<file path="src/rtl/regfile_wr_arbiter.sv">
// Round-robin arbiter for the register file write port, shared by two requesters,
// with a built-in sequencer that zeroes every register, one per cycle.
module regfile_wr_arbiter #(
   parameter int AW      = 5,
   parameter int DW      = 32,
   parameter int NREG    = 32,
   parameter bit R0_ZERO = 1'b1
) (
   input  logic          Clk,
   input  logic          Reset,
   input  logic          req0_valid,
   input  logic [AW-1:0] req0_addr,
   input  logic [DW-1:0] req0_data,
   output logic          req0_ready,
   input  logic          req1_valid,
   input  logic [AW-1:0] req1_addr,
   input  logic [DW-1:0] req1_data,
   output logic          req1_ready,
   input  logic          clr_start,
   output logic          clr_busy,
   output logic          clr_done,
   output logic          rf_we,
   output logic [AW-1:0] rf_waddr,
   output logic [DW-1:0] rf_wdata,
   output logic [1:0]    grant_id
);

   typedef enum logic [1:0] {IDLE, CLEAR, DONE} state_t;

   // cnt is the next clear address to issue; one extra bit lets it reach NREG
   localparam logic [AW:0] LAST = (AW+1)'(NREG);

   state_t        state, state_nxt;
   logic [AW:0]   cnt, cnt_nxt;
   logic          last_grant, last_grant_nxt;
   logic          gnt0, gnt1;
   logic          issue, issue_we;
   logic [AW-1:0] issue_addr;
   logic [DW-1:0] issue_data;
   logic [1:0]    issue_id;

   // last_grant==1 means req0 wins the next tie
   always_comb begin
      gnt0 = 1'b0;
      gnt1 = 1'b0;
      if (state == IDLE) begin
         if (req0_valid && req1_valid) begin
            gnt0 = last_grant;
            gnt1 = !last_grant;
         end else begin
            gnt0 = req0_valid;
            gnt1 = req1_valid;
         end
      end
   end

   assign req0_ready = gnt0;
   assign req1_ready = gnt1;

   always_comb begin
      state_nxt      = state;
      cnt_nxt        = cnt;
      last_grant_nxt = last_grant;
      issue          = 1'b0;
      issue_we       = 1'b0;
      issue_addr     = '0;
      issue_data     = '0;
      issue_id       = 2'd0;
      case (state)
         IDLE: begin
            if (gnt0 || gnt1) begin
               issue          = 1'b1;
               issue_addr     = gnt1 ? req1_addr : req0_addr;
               issue_data     = gnt1 ? req1_data : req0_data;
               issue_id       = gnt1 ? 2'd1 : 2'd0;
               issue_we       = !(R0_ZERO && (issue_addr == '0));
               last_grant_nxt = gnt1;
            end
            if (clr_start) begin
               state_nxt = CLEAR;
               // with an idle port the first clear write goes out immediately
               if (!(gnt0 || gnt1)) begin
                  issue    = 1'b1;
                  issue_we = 1'b1;
                  issue_id = 2'd2;
                  cnt_nxt  = (AW+1)'(1);
               end
            end
         end
         CLEAR: begin
            if (cnt == LAST) begin
               state_nxt = DONE;
               cnt_nxt   = '0;
            end else begin
               issue      = 1'b1;
               issue_we   = 1'b1;
               issue_addr = cnt[AW-1:0];
               issue_id   = 2'd2;
               cnt_nxt    = cnt + (AW+1)'(1);
            end
         end
         DONE:    state_nxt = IDLE;
         default: state_nxt = IDLE;
      endcase
   end

   always_ff @(posedge Clk or posedge Reset) begin
      if (Reset) begin
         state      <= IDLE;
         cnt        <= '0;
         last_grant <= 1'b1;
         rf_we      <= 1'b0;
         rf_waddr   <= '0;
         rf_wdata   <= '0;
         grant_id   <= 2'd0;
         clr_busy   <= 1'b0;
         clr_done   <= 1'b0;
      end else begin
         state      <= state_nxt;
         cnt        <= cnt_nxt;
         last_grant <= last_grant_nxt;
         rf_we      <= issue_we;
         if (issue) begin
            rf_waddr <= issue_addr;
            rf_wdata <= issue_data;
            grant_id <= issue_id;
         end
         clr_busy   <= (state_nxt == CLEAR);
         clr_done   <= (state_nxt == DONE);
      end
   end

endmodule

</file>
<file path="config.mk">
export PLATFORM = sky130hd
export DESIGN_NAME = regfile_wr_arbiter
export DESIGN_NICKNAME = d
export VERILOG_FILES = /design/src/rtl/regfile_wr_arbiter.sv
export SDC_FILE = /design/constraint.sdc
export NUM_CORES = 1
export LEC_CHECK = 0
export ABC_AREA = 1
export BUFFER_PORTS_ARGS = -buffer_cell sky130_fd_sc_hd__buf_2
export CAP_MARGIN = 20
export CORE_MARGIN = 4
export CORE_UTILIZATION = 46
export DETAILED_ROUTE_END_ITERATION = 6
export GPL_TIMING_DRIVEN = 0
export PLACE_DENSITY = 0.75
export REMOVE_ABC_BUFFERS = 1
export SLEW_MARGIN = 20
export SYNTH_ARGS = -nofsm -noshare
export SYNTH_HDL_FRONTEND = slang
export SYNTH_SLANG_ARGS = --single-unit
</file>
<file path="constraint.sdc">
create_clock -name Clk -period 1.9 [get_ports Clk]
set_input_delay 0.38 -clock Clk [delete_from_list [all_inputs] [get_ports Clk]]
set_output_delay 0.38 -clock Clk [all_outputs]
set_load 0.005 [all_outputs]
</file>
==> results of run 1 <==
power breakdown:
part           switching (mW)  total (mW)  internal [mW]
Clock                   0.397       0.795          0.397
Combinational           0.422       0.730          0.308
Sequential              0.131        1.37           1.24
Total                   0.950        2.90           1.95
state kept, by name (all words and copies together), names as in the netlist:
name	flops
clr_busy	1
clr_done	1
cnt	6
grant_id	2
last_grant	1
rf_waddr	5
rf_wdata	32
rf_we	1
state	2
worst paths after layout:
| kind | to | slack [ns] | cells after the start | startpoint |
|---|---|---|---|---|
| min reg2reg | grant_id[1] | 0.50 | 2 | grant_id[1] |
| max in group asynchronous | rf_wdata[25] | 1.27 | 4 | Reset |
| max reg2reg | rf_wdata[28] | 0.18 | 5 | state[1] |
| min | rf_wdata[15] | 0.02 | 2 | Reset |
| max | req1_ready | 0.07 | 4 | last_grant |
| min in group Clk | rf_wdata[16] | 0.31 | 3 | req1_data[16] |
layer usage:
| metal | vias to the layer above | track usage (%) |
|---|---|---|
| met5 | - | 0 |
| met4 | 0 | 8.62 |
| met3 | 12 | 5.26 |
| met2 | 111 | 38.3 |
| met1 | 1260 | 28.5 |
| li1 | 1274 | - |
metrics by stage:
step,setup WS (ns),hold WS (ns),TNS [ns]
final,0.0655,0.0224,0
after global routing,0.00468,0.0502,0
after CTS,-0.0275,0.0316,-0.0275
after detailed placement,-0.904,0.383,-26.95
after global placement,-1.01,0.460,-59.34
after floorplan,-0.145,0.449,-4.14
cell usage in the layout, fill, tap and decap left out, types with 2 or more instances in the layout:
cell type  instances
buf_4              4
ha_1               2
xor2_1             3
o21ai_1           18
dfrtp_1           49
nand4_1            6
o21ai_0           47
o21ai_2            3
buf_16             3
nand2_4            2
nand3_2           12
nor2_1            40
clkbuf_8           5
o21ai_4            2
inv_1             13
nand2_1           39
nand3_1           39
buf_2            122
cells by family (layout without fill, tap and decap cells):
logic type / after synthesis / in the layout
adders and majority gates: 2 / 2
AOI/OAI and AO/OA: 72 / 72
buffers and inverters: 37 / 154
xor gates and xnor gates: 3 / 3
and+or+nand+nor: 141 / 144
DFF: 51 / 51
cell type report:
type / count / share of cell area, %
clock buffer: 5 / 1.96
timing repair buffer: 130 / 21.2
clock inverter: 3 / 1.32
sequential: 51 / 36.4
tap: 72 / 2.57
multi-input combinational: 221 / 34.4
inverter: 16 / 2.14
what timing repair did:
item                                    4_1_cts  5_1_grt
endpoints found under the setup margin       43       35
cloned                                        2        1
buffers inserted                              2        3
pin swaps                                     2        2
hold endpoints to repair                      0        0
resized for setup                             8        6
==> summary.txt, run 1 <==
Yosys
  • Post-synthesis mux area share: 0%
  • Asr flop ratio synth: 100%
  • Synth Flop Type: dfrtp_1
  • Yosys warns: 0
  • Syn Area/Cell: 8.48 µm²
  • Largest family of logic cells by synthesized area: simple AND/OR/NAND/NOR gates
  • Post-Synth Simple-Gate Area: 26.2%
  • Register bit total from synthesis: 51
  • Synth area leaders: dfrtp_1 48%, o21ai_0 9.1%, nand3_1 7.7%
  • Post-synthesis sequential area ratio: 49.3%
  • Post-synthesis adder-cell area fraction: 0.965%
  • Count leader, synth: dfrtp_1
  • Syn Std Cell Area: 2590 µm²
  • Post-synthesis xor/xnor area fraction: 1.01%
  • Synth top area share: 48.2%
  • Netlist cell types: 26
  • Yosys top cell by area: dfrtp_1
  • Synth Instances: 306
  • Most frequent cells after synthesis: 50 x dfrtp_1, 47 x o21ai_0, 41 x nor2_1
  • Synth Area in Compound Gates: 15.3%
  • Number of synthesized flops with an enable pin: 0

Outcome
  • Status: complete, no violations

Critical path
  • Critical Path Max Stage Delay: 0.58 ns
  • Top delay family on crit path: flip-flops
  • Critical Path Sink Type: output pin
  • WP data required: 1.52 ns
  • WP buf/inv: 2
  • Crit path max fanout: 33
  • Crit-path cells: nand2_4, nand3_4, clkinv_8, buf_2
  • CP Class: register to output pin
  • Worst EP arrival: 1.45 ns
  • CP Launch Type: register
  • Slowest stage cell, crit path: dfstp_2

Timing
  • Slew Viols, Final: 0
  • Final hold vios: 0
  • Worst-case clock skew: 0.0134 ns
  • Tcrit/Tclk final: 96.6%
  • Final Critical Period: 1.83 ns
  • Final setup fails: 0
  • Worst-margin pin slew: 0.524 ns
  • Worst slew margin relative to its limit: 65.0%
  • RSZ-0062 raised after global routing: false
  • Peak Freq: 545 MHz

Placement
  • Inst Count DP: 482
  • Number of I/O port buffers: 122
  • Cell Area, Placed: 3260 µm²
  • Post-DP HPWL: 5030 µm
  • Final Wtd Congestion: 0.865

Global route
  • Pin count of the biggest net entering global routing: 43
  • Global-route wire length before repair: 12800 µm
  • Total GRT Usage: 22.8%
  • Vias in the first global route: 2634
  • Initial antenna violation count: 0
  • Grt total ovfl: 0

Final layout
  • Diodes inserted: 0
  • Register area: 1280 µm²
  • Layout area overhead: 35.3%
  • Final instance area: 3510 µm²
  • Fin util: 64.1%
  • Multi-input logic area: 1210 µm²
  • Final net count: 506
  • Final Non-Filler Cells: 498
  • Layout cell share with drive strength beyond 1: 39.4%
  • Filler cell count: 500

Power and ir drop
  • Pwr dens: 826 nW/µm²
  • Peak supply drop: 0.502 mV
  • Total power: 2.90 mW
  • Leakage: 1.82 nW

Run
  • Max Cap Viol: 0

Drt
  • DR WL met3: 599 µm
  • Initial DRC count: 165
  • Met2 WL: 4030 µm
  • Number of vias per cell: 5.34
  • WL/cell: 16.0 µm
  • Wirelength, routed: 7990 µm
  • # DRC: 0
  • Vias: 2657
  • Highest layer used for signal routing: met4
  • Routed Antenna Nets: 0
  • Drt first pass iters: 4
  • WL met1: 3180 µm

Floorplan
  • I/O Pins: 123
  • Row count: 27
  • Die Y: 83.1 µm
  • Core box area: 5470 µm²
  • Starting Density: 47.4%
  • Die area: 6900 µm²
  • DIE WIDTH: 83.1 µm

Clock tree
  • Clock Tree Buf Depth: 2
  • CTS tree: yes
  • H-tree depth: 2
  • CTS Sinks: 51
  • CTS hold repair buffers: 0
  • Clock-pin slew on the worst setup and hold paths: 0.11 ns
  • Clk Latency, worst-skew pair: 0.32 ns
  • CTS buffer count: 5
  • Root Buffer: clkbuf_8

Hold path
  • Hold Path Class: input port to async pin
No activity file was read; power rests on OpenSTA's default activity.
==> run 2, diff against run 1 <==
--- a/config.mk
+++ b/config.mk
@@ -9,10 +9,10 @@
 export BUFFER_PORTS_ARGS = -buffer_cell sky130_fd_sc_hd__buf_2
 export CAP_MARGIN = 20
 export CORE_MARGIN = 4
-export CORE_UTILIZATION = 46
+export CORE_UTILIZATION = 35
 export DETAILED_ROUTE_END_ITERATION = 6
 export GPL_TIMING_DRIVEN = 0
-export PLACE_DENSITY = 0.75
+export PLACE_DENSITY = 0.59
 export REMOVE_ABC_BUFFERS = 1
 export SLEW_MARGIN = 20
 export SYNTH_ARGS = -nofsm -noshare
==> run 2 against run 1 <==
  * First-iteration DRC count grew 6.7%
  * Clock power down 21%
  * Hold slack improved by 0.13 ns
  * Power down 6.1%
  * Global-route usage decreased by 4.2 points
  * Critical path type unchanged
  * Wire length rose by 3.9%
  * Final cell count grew 5.2%
  * Non-clock buffer count is 1 lower
  * Sequential share of layout area up 0.41 points
==> summary.txt, run 2 (same netlist as run 1, synthesis figures left out) <==
Outcome
  • Status: complete, no violations

Power and ir drop
  • Leakage: 1.78 nW (-1.8%)
  • Sequential Power Share: 50.6% (+3.2 points)
  • Total power: 2.72 mW (-6.1%)
  • Pwr dens: 785 nW/µm² (-5.0%)
  • Peak supply drop: 0.307 mV (-39%)
  • Combinational Power Share: 26.4% (+1.2 points)
  • Clock power share: 23.0% (-4.4 points)
  • Sw Ratio: 33.9% (+1.1 points)
  • Int Power: 1.80 mW (-7.7%)
  • Psw: 0.922 mW (-3.0%)

Drt
  • # DRC: 0 (unchanged)
  • Initial DRC count: 176 (+6.7%)
  • Vias: 2611 (-1.7%)
  • Drt first pass iters: 4 (unchanged)
  • Routed Antenna Nets: 0 (unchanged)
  • Number of vias per cell: 4.98 (-6.6%)
  • Wirelength, routed: 8290 µm (+3.9%)
  • WL/cell: 15.8 µm (-1.3%)

Timing
  • Post-Route Setup TNS: 0 ns (unchanged)
  • Slew Viols, Final: 0 (unchanged)
  • Final hold vios: 0 (unchanged)
  • Tcrit/Tclk final: 97.4% (+0.80 points)
  • Worst hold margin: 0.156 ns (+0.134 ns)
  • Final setup fails: 0 (unchanged)
  • Final Critical Period: 1.85 ns (+0.0152 ns)
  • Worst-margin pin slew: 0.645 ns (+0.121 ns)
  • Peak Freq: 541 MHz (-0.82%)
  • Worst-case clock skew: 0.0104 ns (-0.00295 ns)
  • RSZ-0062 raised after global routing: false
  • Worst slew margin relative to its limit: 57.0% (-8.0 points)

Final layout
  • Filler cell count: 755 (+51%)
  • Final net count: 505 (-0.20%)
  • Final instance area: 3470 µm² (-1.2%)
  • Largest registers: rf_wdata: 32 flops, cnt: 6 flops, rf_waddr: 5 flops
  • Layout area overhead: 33.7%
  • Multi-input logic area: 1210 µm² (unchanged)
  • Most flop-heavy register: rf_wdata
  • Diodes inserted: 0 (unchanged)
  • Most frequent cells in the layout: 122 x buf_2, 50 x dfrtp_1, 47 x o21ai_0, 40 x nor2_1
  • Fin util: 48.1% (-16 points)
  • Layout cell share with drive strength beyond 1: 38.8% (-0.61 points)
  • Number of flip-flops under the largest register name: 32 (unchanged)
  • Register area: 1280 µm² (about the same)
  • Commonest non-fill, non-tap cell in the layout: buf_2

Critical path
  • Critical Path Sink Type: output pin
  • CP Class: register to output pin
  • CP Launch Type: register
  • Worst EP arrival: 1.47 ns (+0.02 ns)
  • WP data required: 1.52 ns (about the same)
  • Reg2Reg Launch Point: state[1]
  • Crit path max fanout: 33 (unchanged)
  • Critical path startpoint: state[1]

Global route
  • Global-route wire length before repair: 12800 µm (+0.22%)
  • Initial antenna violation count: 0 (unchanged)
  • Vias in the first global route: 2595 (-1.5%)
  • Pin count of the biggest net entering global routing: 52 (+21%)
  • Grt total ovfl: 0 (unchanged)
  • Total GRT Usage: 18.6% (-4.2 points)

Floorplan
  • DIE WIDTH: 94.1 µm (+13%)
  • I/O Pins: 123 (unchanged)
  • Starting Density: 36.0% (-11 points)
  • Core box area: 7210 µm² (+32%)
  • Die Y: 94.1 µm (+13%)
  • Row count: 31 (+15%)
  • Die area: 8850 µm² (+28%)

Clock tree
  • H-tree depth: 2 (unchanged)
  • CTS Sinks: 51 (unchanged)
  • CTS tree: yes
  • Root Buffer: clkbuf_8
  • Clock Tree Buf Depth: 2 (unchanged)
  • CTS buffer count: 5 (unchanged)
  • Clk Latency, worst-skew pair: 0.31 ns (about the same)
  • Clock-pin slew on the worst setup and hold paths: 0.10 ns (about the same)
  • CTS hold repair buffers: 0 (unchanged)

Run
  • Max Cap Viol: 0 (unchanged)

Placement
  • Number of I/O port buffers: 122 (unchanged)
  • Cell Area, Placed: 3240 µm² (-0.58%)
  • Final Wtd Congestion: 0.776 (-10%)
  • Post-DP HPWL: 5140 µm (+2.1%)

Hold path
  • Hold Path Class: input port to async pin
## run 2: layout make-up
class	instances	area share (%)
flip-flops and latches	51	36.8
multi-input cells	221	34.8
repair buffers	129	20.1
well taps	99	3.57
inverters	16	2.24
clock buffers	6	2.09
clock inverters	2	0.361
## run 2: power groups by stage
| stage | registers (mW) | logic [mW] | clock network (mW) |
|---|---|---|---|
| after floorplan | 1.38 | 0.359 | 0 |
| after global placement | 1.39 | 0.638 | 0 |
| after detailed placement | 1.39 | 0.664 | 0 |
| after CTS | 1.37 | 0.699 | 0.649 |
| after global routing | 1.40 | 0.825 | 0.689 |
| final | 1.38 | 0.719 | 0.626 |
## run 2: final timing paths
path,endpoint,slack [ns],depth (start not counted)
setup reg to reg,rf_we,0.13,10
hold reg to reg,last_grant,0.50,2
setup / recovery,req1_ready,0.05,4
hold / removal,rf_wdata[3],0.16,2
min in group Clk,rf_wdata[8],0.33,3
max in group asynchronous,rf_wdata[15],1.31,2
## run 2: routing by layer
layer | track usage [%] | up-vias | share of wire [%]
li1 | - | 1272 | -
met1 | 22.9 | 1237 | 43
met5 | 0 | - | 0
met4 | 7.70 | 0 | 2.7
met2 | 32.1 | 85 | 49
met3 | 3.04 | 17 | 4.9
## run 2: timing repair
item	CTS	global route
cloned	2	1
endpoints found under the setup margin	43	20
resized for setup	9	4
pin swaps	2	3
setup buffers	2	4
## run 2: metrics by stage
stage,setup WS [ns],instances
after detailed placement,-0.938,507
final,0.0503,524
after floorplan,-0.145,285
after global placement,-1.09,506
after global routing,0.00107,524
after CTS,-0.0549,519
## run 2: critical path, stage by stage, from the launching register on
cell	delay, ns
dfrtp_1	0.49
nor2_8	0.22
nand3_4	0.15
clkinv_8	0.16
buf_2	0.13
